==> src/rtl/transaction_timer_ctrl.sv <==
// Measurement sequencer for one transaction timer: arms it, gathers latency samples,
// keeps count/min/max/sum and recovers a hung timer with a one-cycle timer reset.
module transaction_timer_ctrl #(
  parameter int REG_SIZE = 32,
  parameter int CNT_W    = 16
) (
  input  logic                      clk,
  input  logic                      rst_n,
  input  logic                      i_start,
  input  logic                      i_cancel,
  input  logic [REG_SIZE-1:0]       i_start_address,
  input  logic [REG_SIZE-1:0]       i_stop_address,
  input  logic [CNT_W-1:0]          i_num_samples,
  input  logic [REG_SIZE-1:0]       i_timeout,
  output logic                      o_tmr_enable,
  output logic                      o_tmr_rst_n,
  output logic [REG_SIZE-1:0]       o_tmr_start_address,
  output logic [REG_SIZE-1:0]       o_tmr_stop_address,
  input  logic                      i_tmr_valid,
  input  logic [REG_SIZE-1:0]       i_tmr_time,
  input  logic                      i_tmr_busy,
  input  logic                      i_tmr_waiting,
  output logic                      o_busy,
  output logic                      o_done,
  output logic                      o_aborted,
  output logic [CNT_W-1:0]          o_samples,
  output logic [CNT_W-1:0]          o_timeouts,
  output logic [REG_SIZE-1:0]       o_min,
  output logic [REG_SIZE-1:0]       o_max,
  output logic [REG_SIZE+CNT_W-1:0] o_sum
);

  typedef enum logic [2:0] {
    IDLE,
    RUN,
    RECOVER,
    DRAIN,
    DONE
  } state_t;

  state_t              state;
  logic                valid_q;
  logic [CNT_W-1:0]    attempts;
  logic [CNT_W-1:0]    num_q;
  logic [REG_SIZE-1:0] timeout_q;
  logic [REG_SIZE-1:0] tcnt;
  logic                valid_edge;
  logic                timeout_hit;
  logic                last_attempt;

  assign valid_edge   = i_tmr_valid & ~valid_q;
  assign timeout_hit  = (timeout_q != '0) && (tcnt == timeout_q);
  assign last_attempt = ((attempts + CNT_W'(1)) == num_q);

  assign o_tmr_enable = (state == RUN);
  assign o_tmr_rst_n  = (state != RECOVER);
  assign o_busy       = (state != IDLE);

  // Per-sample watchdog: only counts while the timer is busy measuring, not while it waits for AW
  always_ff @(posedge clk) begin
    if (!rst_n) begin
      valid_q <= 1'b0;
      tcnt    <= '0;
    end else begin
      valid_q <= i_tmr_valid;
      if (state != RUN || i_tmr_waiting || valid_edge)
        tcnt <= '0;
      else if (i_tmr_busy)
        tcnt <= tcnt + REG_SIZE'(1);
    end
  end

  always_ff @(posedge clk) begin
    if (!rst_n) begin
      state               <= IDLE;
      o_done              <= 1'b0;
      o_aborted           <= 1'b0;
      o_samples           <= '0;
      o_timeouts          <= '0;
      o_min               <= '1;
      o_max               <= '0;
      o_sum               <= '0;
      attempts            <= '0;
      num_q               <= '0;
      timeout_q           <= '0;
      o_tmr_start_address <= '0;
      o_tmr_stop_address  <= '0;
    end else begin
      o_done <= 1'b0;
      unique case (state)
        IDLE: begin
          if (i_start) begin
            o_tmr_start_address <= i_start_address;
            o_tmr_stop_address  <= i_stop_address;
            num_q               <= i_num_samples;
            timeout_q           <= i_timeout;
            o_samples           <= '0;
            o_timeouts          <= '0;
            o_min               <= '1;
            o_max               <= '0;
            o_sum               <= '0;
            attempts            <= '0;
            o_aborted           <= 1'b0;
            state               <= (i_num_samples == '0) ? DONE : RUN;
          end
        end
        RUN: begin
          // A completed sample always wins over a coincident timeout; a coincident cancel still aborts
          if (valid_edge) begin
            o_samples <= o_samples + CNT_W'(1);
            attempts  <= attempts + CNT_W'(1);
            o_sum     <= o_sum + {{CNT_W{1'b0}}, i_tmr_time};
            if (i_tmr_time < o_min) o_min <= i_tmr_time;
            if (i_tmr_time > o_max) o_max <= i_tmr_time;
            if (i_cancel) o_aborted <= 1'b1;
            if (last_attempt)  state <= DRAIN;
            else if (i_cancel) state <= RECOVER;
          end else if (i_cancel) begin
            o_aborted <= 1'b1;
            state     <= RECOVER;
          end else if (timeout_hit) begin
            o_timeouts <= o_timeouts + CNT_W'(1);
            attempts   <= attempts + CNT_W'(1);
            state      <= RECOVER;
          end
        end
        RECOVER: begin
          state <= (o_aborted || attempts == num_q) ? DONE : RUN;
        end
        DRAIN: begin
          if (!i_tmr_busy) state <= DONE;
        end
        DONE: begin
          o_done <= 1'b1;
          state  <= IDLE;
        end
        default: state <= IDLE;
      endcase
    end
  end

endmodule

==> config.mk <==
export PLATFORM = sky130hd
export DESIGN_NAME = transaction_timer_ctrl
export DESIGN_NICKNAME = d
export VERILOG_FILES = /design/src/rtl/transaction_timer_ctrl.sv
export SDC_FILE = /design/constraint.sdc
export NUM_CORES = 1
export LEC_CHECK = 0
export ABC_AREA = 1
export BUFFER_PORTS_ARGS = -buffer_cell sky130_fd_sc_hd__buf_2
export CORE_AREA = 2 2 175 177
export DETAILED_ROUTE_END_ITERATION = 7
export DIE_AREA = 0 0 177 179
export PLACE_DENSITY = 0.83
export SETUP_SLACK_MARGIN = 0.05
export SLEW_MARGIN = 20
export SYNTH_ARGS = -nofsm -noshare
export SYNTH_HDL_FRONTEND = slang
export SYNTH_SLANG_ARGS = --single-unit
==> constraint.sdc <==
create_clock -name clk -period 3.2 [get_ports clk]
set_input_delay 0.32 -clock clk [delete_from_list [all_inputs] [get_ports clk]]
set_output_delay 0.32 -clock clk [all_outputs]
set_load 0.005 [all_outputs]
==> results of run 1 <==
==> routing by layer <==
layer  GRT usage [%]  vias to the layer above
li1                -                     9310
met2            59.5                      770
met4            15.3                        0
met3            6.34                      139
met5               0                        -
met1            42.2                     8755
==> report_power, final <==
group,internal (mW),total [mW],switching [mW]
clock,2.36,3.99,1.63
sequential,4.49,5.00,0.507
combinational,1.74,5.12,3.38
total,8.58,14.1,5.52
==> worst max-delay path, cell delays in order, from the launching register on <==
cell	delay [ps]
dfxtp_1	480
inv_2	90
nor2_4	180
buf_4	460
inv_2	80
nor2_2	220
a21oi_1	100
buf_4	190
nand2_2	320
nor2_1	90
xor2_1	180
nor2_1	70
==> cell usage in the layout (no fill, tap or decap), drive strengths merged, types with 6 or more instances in the layout <==
| master | Yosys | routed |
|---|---|---|
| o21ai | 108 | 108 |
| nor3 | 41 | 41 |
| o21bai | 9 | 9 |
| clkinv | 2 | 6 |
| nand4 | 40 | 40 |
| nand3b | 9 | 9 |
| nor2 | 246 | 246 |
| a21o | 9 | 9 |
| nor4 | 24 | 24 |
| or2 | 8 | 8 |
| xnor2 | 42 | 42 |
| clkbuf | 88 | 56 |
| buf | 16 | 380 |
| ha | 99 | 99 |
| dfxtp | 310 | 310 |
| o21a | 7 | 7 |
| nand3 | 276 | 276 |
| a31oi | 12 | 12 |
| nand2 | 630 | 630 |
| xor2 | 23 | 23 |
| a21oi | 323 | 323 |
| inv | 298 | 299 |
==> final cells by class <==
cell class                      instances  area share (%)
Sequential cell                       310            29.7
Timing Repair Buffer                  381            9.55
Antenna cell                            3          0.0360
Inverter                              300            5.41
Clock buffer                           56            5.06
Multi-Input combinational cell       1926            47.4
Tap cell                              396            2.37
Clock inverter                          6           0.456
==> sequential cells by signal (all words and copies together) (netlist names) <==
signal and cells:
o_tmr_stop_address 32, o_timeouts 16, tcnt 32, o_samples 16
num_q 16, valid_q 1, timeout_q 32, o_sum 48
state 3, o_min 32, o_aborted 1, attempts 16
o_done 1, o_tmr_start_address 32, o_max 32
==> metrics by stage <==
step	total power [mW]	utilization, %	hold slack (ps)	area (sq um)	setup slack (ps)
global route	15.0	69.5	50.7	20900	424
global placement	9.94	65.6	446	19700	608
floorplan	8.34	-	413	17600	1060
finish	14.1	69.5	56.1	20900	614
CTS	14.1	69.5	44.8	20900	663
detailed placement	10.1	65.6	451	19700	590
==> worst min path at each step <==
| stage | startpoint | to | slack [ps] | cells after the start |
|---|---|---|---|---|
| 3_5_place_dp | o_tmr_stop_address[7] | o_tmr_stop_address[7] | 450 | 2 |
| 6_report | i_stop_address[6] | o_tmr_stop_address[6] | 60 | 3 |
| 3_3_place_gp | o_tmr_stop_address[31] | o_tmr_stop_address[31] | 450 | 2 |
| 4_1_cts | i_stop_address[6] | o_tmr_stop_address[6] | 40 | 3 |
| 5_1_grt | i_start_address[18] | o_tmr_start_address[18] | 50 | 3 |
| 2_1_floorplan | i_tmr_valid | valid_q | 410 | 2 |
==> cell families after synthesis <==
| logic type | Yosys count |
|---|---|
| AND/OR/NAND/NOR | 1282 |
| AO/OA/AOI/OAI | 479 |
| buffers and inverters | 404 |
| flip-flops | 310 |
| adder cells (fa/ha/maj) | 100 |
| XOR/XNOR | 65 |
==> results.sh, run 1 <==
export IMPL_cts_path_max_buffers=3
export IMPL_placed_cells=3312
export IMPL_setup_tns_ps=0
export IMPL_r2r_setup_slack_ps=610
export IMPL_drt_iter0_drc=1431
export IMPL_cp_endpoint="attempts[11]"
export IMPL_area_growth_pct=18.5
export IMPL_grt_antenna_before_repair=3
export IMPL_grt_max_degree=156
export IMPL_synthAdderAreaFrac_pct=7.15
export IMPL_die_area_sq_mm=0.0317
export IMPL_multiInputGateArea_sq_mm=0.00989
export IMPL_syn_avg_cell_area_sq_um=6.67
export IMPL_stdcell_count=3378
export IMPL_dominantRegCellSynth="dfxtp_1"
export IMPL_core_rowCount=64
export IMPL_async_flop_share_pct=0
export IMPL_leakage_nw=9.59
export IMPL_synthesis_nets=2891
export IMPL_cts_inserted_buffers=35
export IMPL_synth_cell_types=42
export IMPL_insertion_delay_ps=530
export IMPL_synth_compound_area_share_pct=14.2
export IMPL_fmax_mhz=387
export IMPL_p_per_area_mw_per_mm2=676
export IMPL_r2r_cells=11
export IMPL_met2_length_microns=26800
export IMPL_wl_microns=56500
export IMPL_core_sq_mm=0.0300
export IMPL_peakVddDrop_v=0.000496
export IMPL_worstSetupPathType="flip-flop to flip-flop"
export IMPL_cts_resized=0
export IMPL_critPathArrivalTime_ps=2990
export IMPL_hold_class="input pin to flip-flop"
export IMPL_critical_path_startpoint="state[0]"
export IMPL_synth_most_common_cell="nand2_1"
export IMPL_wire_per_inst_microns=16.7
export IMPL_topRoutingLayerUsed="met4"
export IMPL_yosysTopAreaCellShare_pct=35.2
export IMPL_synth_simple_area_share_pct=31.5
export IMPL_cts_tree="yes"
export IMPL_grt_pass1_vias=17825
export IMPL_hold_viol=0
export IMPL_outcome="completed"
export IMPL_synth_top_cells_by_count="nand2_1 (624), a21oi_1 (323), dfxtp_1 (310)"
export IMPL_overflow=0
export IMPL_clkSinkCount=310
export IMPL_yosys_top_cells_area="dfxtp_1 (35%), nand2_1 (13%), a21oi_1 (9.2%)"
export IMPL_worst_path_max_fanout=40
export IMPL_ioPinCount=364
export IMPL_cts_htree_levels=2
export IMPL_dpl_hpwl_microns=42100
export IMPL_cts_root_buf="clkbuf_16"
export IMPL_clk_pin_slew_ps=60
export IMPL_end_kind="flip-flop"
export IMPL_die_x_microns=177
export IMPL_slew_viol_final=0
export IMPL_postCtsSetupBuffers=0
export IMPL_maxCapViolCount=0
export IMPL_seq_area_sq_mm=0.00621
export IMPL_grt_first_pass_wirelength_microns=88300
export IMPL_drive_gt1_share_pct=15.6
export IMPL_finClkSkew_ps=21.8
export IMPL_synthMuxAreaShare_pct=0
export IMPL_drt_pass1_iter_count=5
export IMPL_required_ps=3610
export IMPL_final_setup_viol_count=0
export IMPL_yosysTopAreaCell="dfxtp_1"
export IMPL_syn_inst=2640
export IMPL_drc_errors=0
export IMPL_nets=3205
export IMPL_via_per_inst=5.62
export IMPL_portBuffers=363
export IMPL_track_usage_pct=34.6
export IMPL_min_period_ps=2590
export IMPL_r2r_start="state[0]"
export IMPL_fillers=2665
export IMPL_dr_total_vias=18974
export IMPL_yosysWarnings=0
export IMPL_antenna_left=0
export IMPL_die_h_microns=179
export IMPL_rsz0062_at_grt="no"
export IMPL_drt_met1_wl_microns=22700
export IMPL_fin_crit_sh_pct=80.8
export IMPL_initial_core_util_pct=58.6
export IMPL_worstReg2RegEnd="attempts[11]"
export IMPL_netlist_area_sq_mm=0.0176
export IMPL_yosysSeqAreaShare_pct=35.2
export IMPL_synth_xor_area_share_pct=3.23
export IMPL_synth_top_family_by_area="simple AND/OR/NAND/NOR gates"
export IMPL_worstSetupStartpointType="flip-flop"
export IMPL_wl_met3_microns=4520
export IMPL_ctsHoldBuffers=1
export IMPL_worstMarginPinSlew_ps=884
export IMPL_max_slew_margin_rel_pct=40.7
export IMPL_gp_congestion=0.967
export IMPL_synth_edff_count=0
export IMPL_ys_ff_latch=310
Power figures use the tool's default switching activity.
==> run 2: changes to the inputs <==
- CORE_AREA: 2 2 175 177 -> 2 2 191 193
- DIE_AREA: 0 0 177 179 -> 0 0 193 195
- PLACE_DENSITY: 0.83 -> 0.74
- clock period: 3.2 -> 2.1 ns (I/O delays scaled with it)
==> run 2 against run 1 <==
The flow now finishes with violations (negative setup slack). Worst hold slack got worse by 32 ps. Cell count increased by 13%. Non-clock buffer count is 389 higher. Via count increased by 12%. Flip-flop and latch count did not move. Clock skew grew 9.1 ps. Total power up 80%. Global-route usage is 0.21 points higher. Routed wire length grew 24%. Clock-buffer cell count fell by 4. Critical endpoint is now o_max[23]. Largest power group unchanged.
==> results.sh, run 2 (same netlist as run 1, synthesis figures left out) <==
export IMPL_fmax_mhz=438
export IMPL_cts_path_max_buffers=3
export IMPL_cts_htree_levels=2
export IMPL_cts_inserted_buffers=36
export IMPL_initial_core_util_pct=49.7
export IMPL_post_dp_cell_area_sq_mm=0.0217
export IMPL_antenna_left=0
export IMPL_design_area_sq_mm=0.0263
export IMPL_leakage_nw=11.9
export IMPL_wire_per_inst_microns=18.3
export IMPL_wl_microns=70200
export IMPL_grt_pass1_vias=20447
export IMPL_place_ws_ps=-487
export IMPL_outcome="complete, but fails checks"
export IMPL_clk_pin_slew_ps=60
export IMPL_min_period_ps=2280
export IMPL_drt_pass1_iter_count=7
export IMPL_finClkSkew_ps=30.9
export IMPL_peakVddDrop_v=0.000860
export IMPL_drt_iter0_drc=1842
export IMPL_core_rowCount=69
export IMPL_overflow=0
export IMPL_nets=3595
export IMPL_hold_viol=0
export IMPL_grt_antenna_before_repair=2
export IMPL_final_setup_viol_count=64
export IMPL_cts_root_buf="clkbuf_16"
export IMPL_top_register="o_sum"
export IMPL_hold_class="input pin to flip-flop"
export IMPL_via_per_inst=5.57
export IMPL_fin_crit_sh_pct=109
export IMPL_worstMarginPinSlew_ps=841
export IMPL_insertion_delay_ps=560
export IMPL_core_sq_mm=0.0354
export IMPL_die_h_microns=195
export IMPL_clkSinkCount=310
export IMPL_gp_congestion=0.971
export IMPL_ioPinCount=364
export IMPL_max_slew_margin_rel_pct=43.9
export IMPL_worst_path_max_fanout=6
export IMPL_p_per_area_mw_per_mm2=966
export IMPL_slew_viol_final=0
export IMPL_final_cell_mix="nand2_1 (514), buf_2 (363), buf_4 (274)"
export IMPL_fillers=2668
export IMPL_worstSetupStartpointType="flip-flop"
export IMPL_rsz0062_at_grt="yes"
export IMPL_violations="negative setup slack"
export IMPL_grt_max_degree=156
export IMPL_area_growth_pct=49.5
export IMPL_end_kind="flip-flop"
export IMPL_track_usage_pct=34.8
export IMPL_die_area_sq_mm=0.0376
export IMPL_fin_util_pct=74.4
export IMPL_maxCapViolCount=0
export IMPL_critPathArrivalTime_ps=2740
export IMPL_dpl_hpwl_microns=46200
export IMPL_die_x_microns=193
export IMPL_portBuffers=363
export IMPL_worst_slack_ps=-181
export IMPL_required_ps=2560
export IMPL_dr_total_vias=21330
export IMPL_final_common_cell="nand2_1"
export IMPL_cts_tree="yes"
export IMPL_drc_errors=0
export IMPL_drive_gt1_share_pct=33.8
export IMPL_largest_reg_flops=48
export IMPL_worstSetupPathType="flip-flop to flip-flop"
export IMPL_grt_first_pass_wirelength_microns=105000
[run 2: critical path, cell delays in order (launching register included)]
cell and delay, ps:
dfxtp_2 330, inv_1 40, ha_1 270, nand4_1 100
inv_1 100, nand4_1 220, nor4_4 330, nand2_1 120
nand2_2 90, nand2_4 90, nand2_8 130, buf_8 160
nand2_1 80, a21oi_2 130
[run 2: report_power, final]
part | switching [mW] | internal [mW]
clock | 2.65 | 3.95
combinational | 6.67 | 4.53
sequential | 0.740 | 6.88
total | 10.1 | 15.4
[run 2: metal layers]
metal	part of all wire, %	GRT usage, %
met1	39	42.8
met2	48	58.7
met3	8.3	5.63
met4	4.9	17.2
met5	0.016	0
[run 2: final cells by class]
cell class | count | area (sq um) | share of cell area (%)
Antenna cell | 1 | 2.50 | 0.00950
Clock buffer | 52 | 1000 | 3.80
Clock inverter | 12 | 206 | 0.784
Inverter | 300 | 1130 | 4.29
Multi-Input combinational cell | 1926 | 11700 | 44.3
Sequential cell | 310 | 6280 | 23.8
Tap cell | 461 | 577 | 2.19
Timing Repair Buffer | 770 | 5480 | 20.8
[run 2: timing repair]
item | 4_1_cts | 5_1_grt
resized for setup | 141 | 364
gates cloned | 5 | 5
pin swaps | 30 | 93
setup endpoints to repair | 120 | 142
hold endpoints to repair | 102 | 0
buffers inserted | 13 | 21
hold buffers | 102 | 0
[run 2: final timing paths]
kind | startpoint | to | slack (ps) | depth (start not counted)
max | o_max[20] | o_max[23] | -180 | 13
max reg2reg | o_max[20] | o_max[23] | -180 | 13
min reg2reg | tcnt[9] | tcnt[9] | 460 | 1
min | i_num_samples[4] | num_q[4] | 20 | 3
[run 2: per-stage QoR]
stage               setup TNS, ps  hold slack [ps]  power, mW  std cells
finish                      -8610             24.1       25.4       3832
CTS                         -4470             2.86       23.8       3806
global route               -13980             27.1       26.7       3832
detailed placement         -26760              417       16.5       3622
global placement           -25750              407       16.3       3622
floorplan                       0              303       12.7       2640
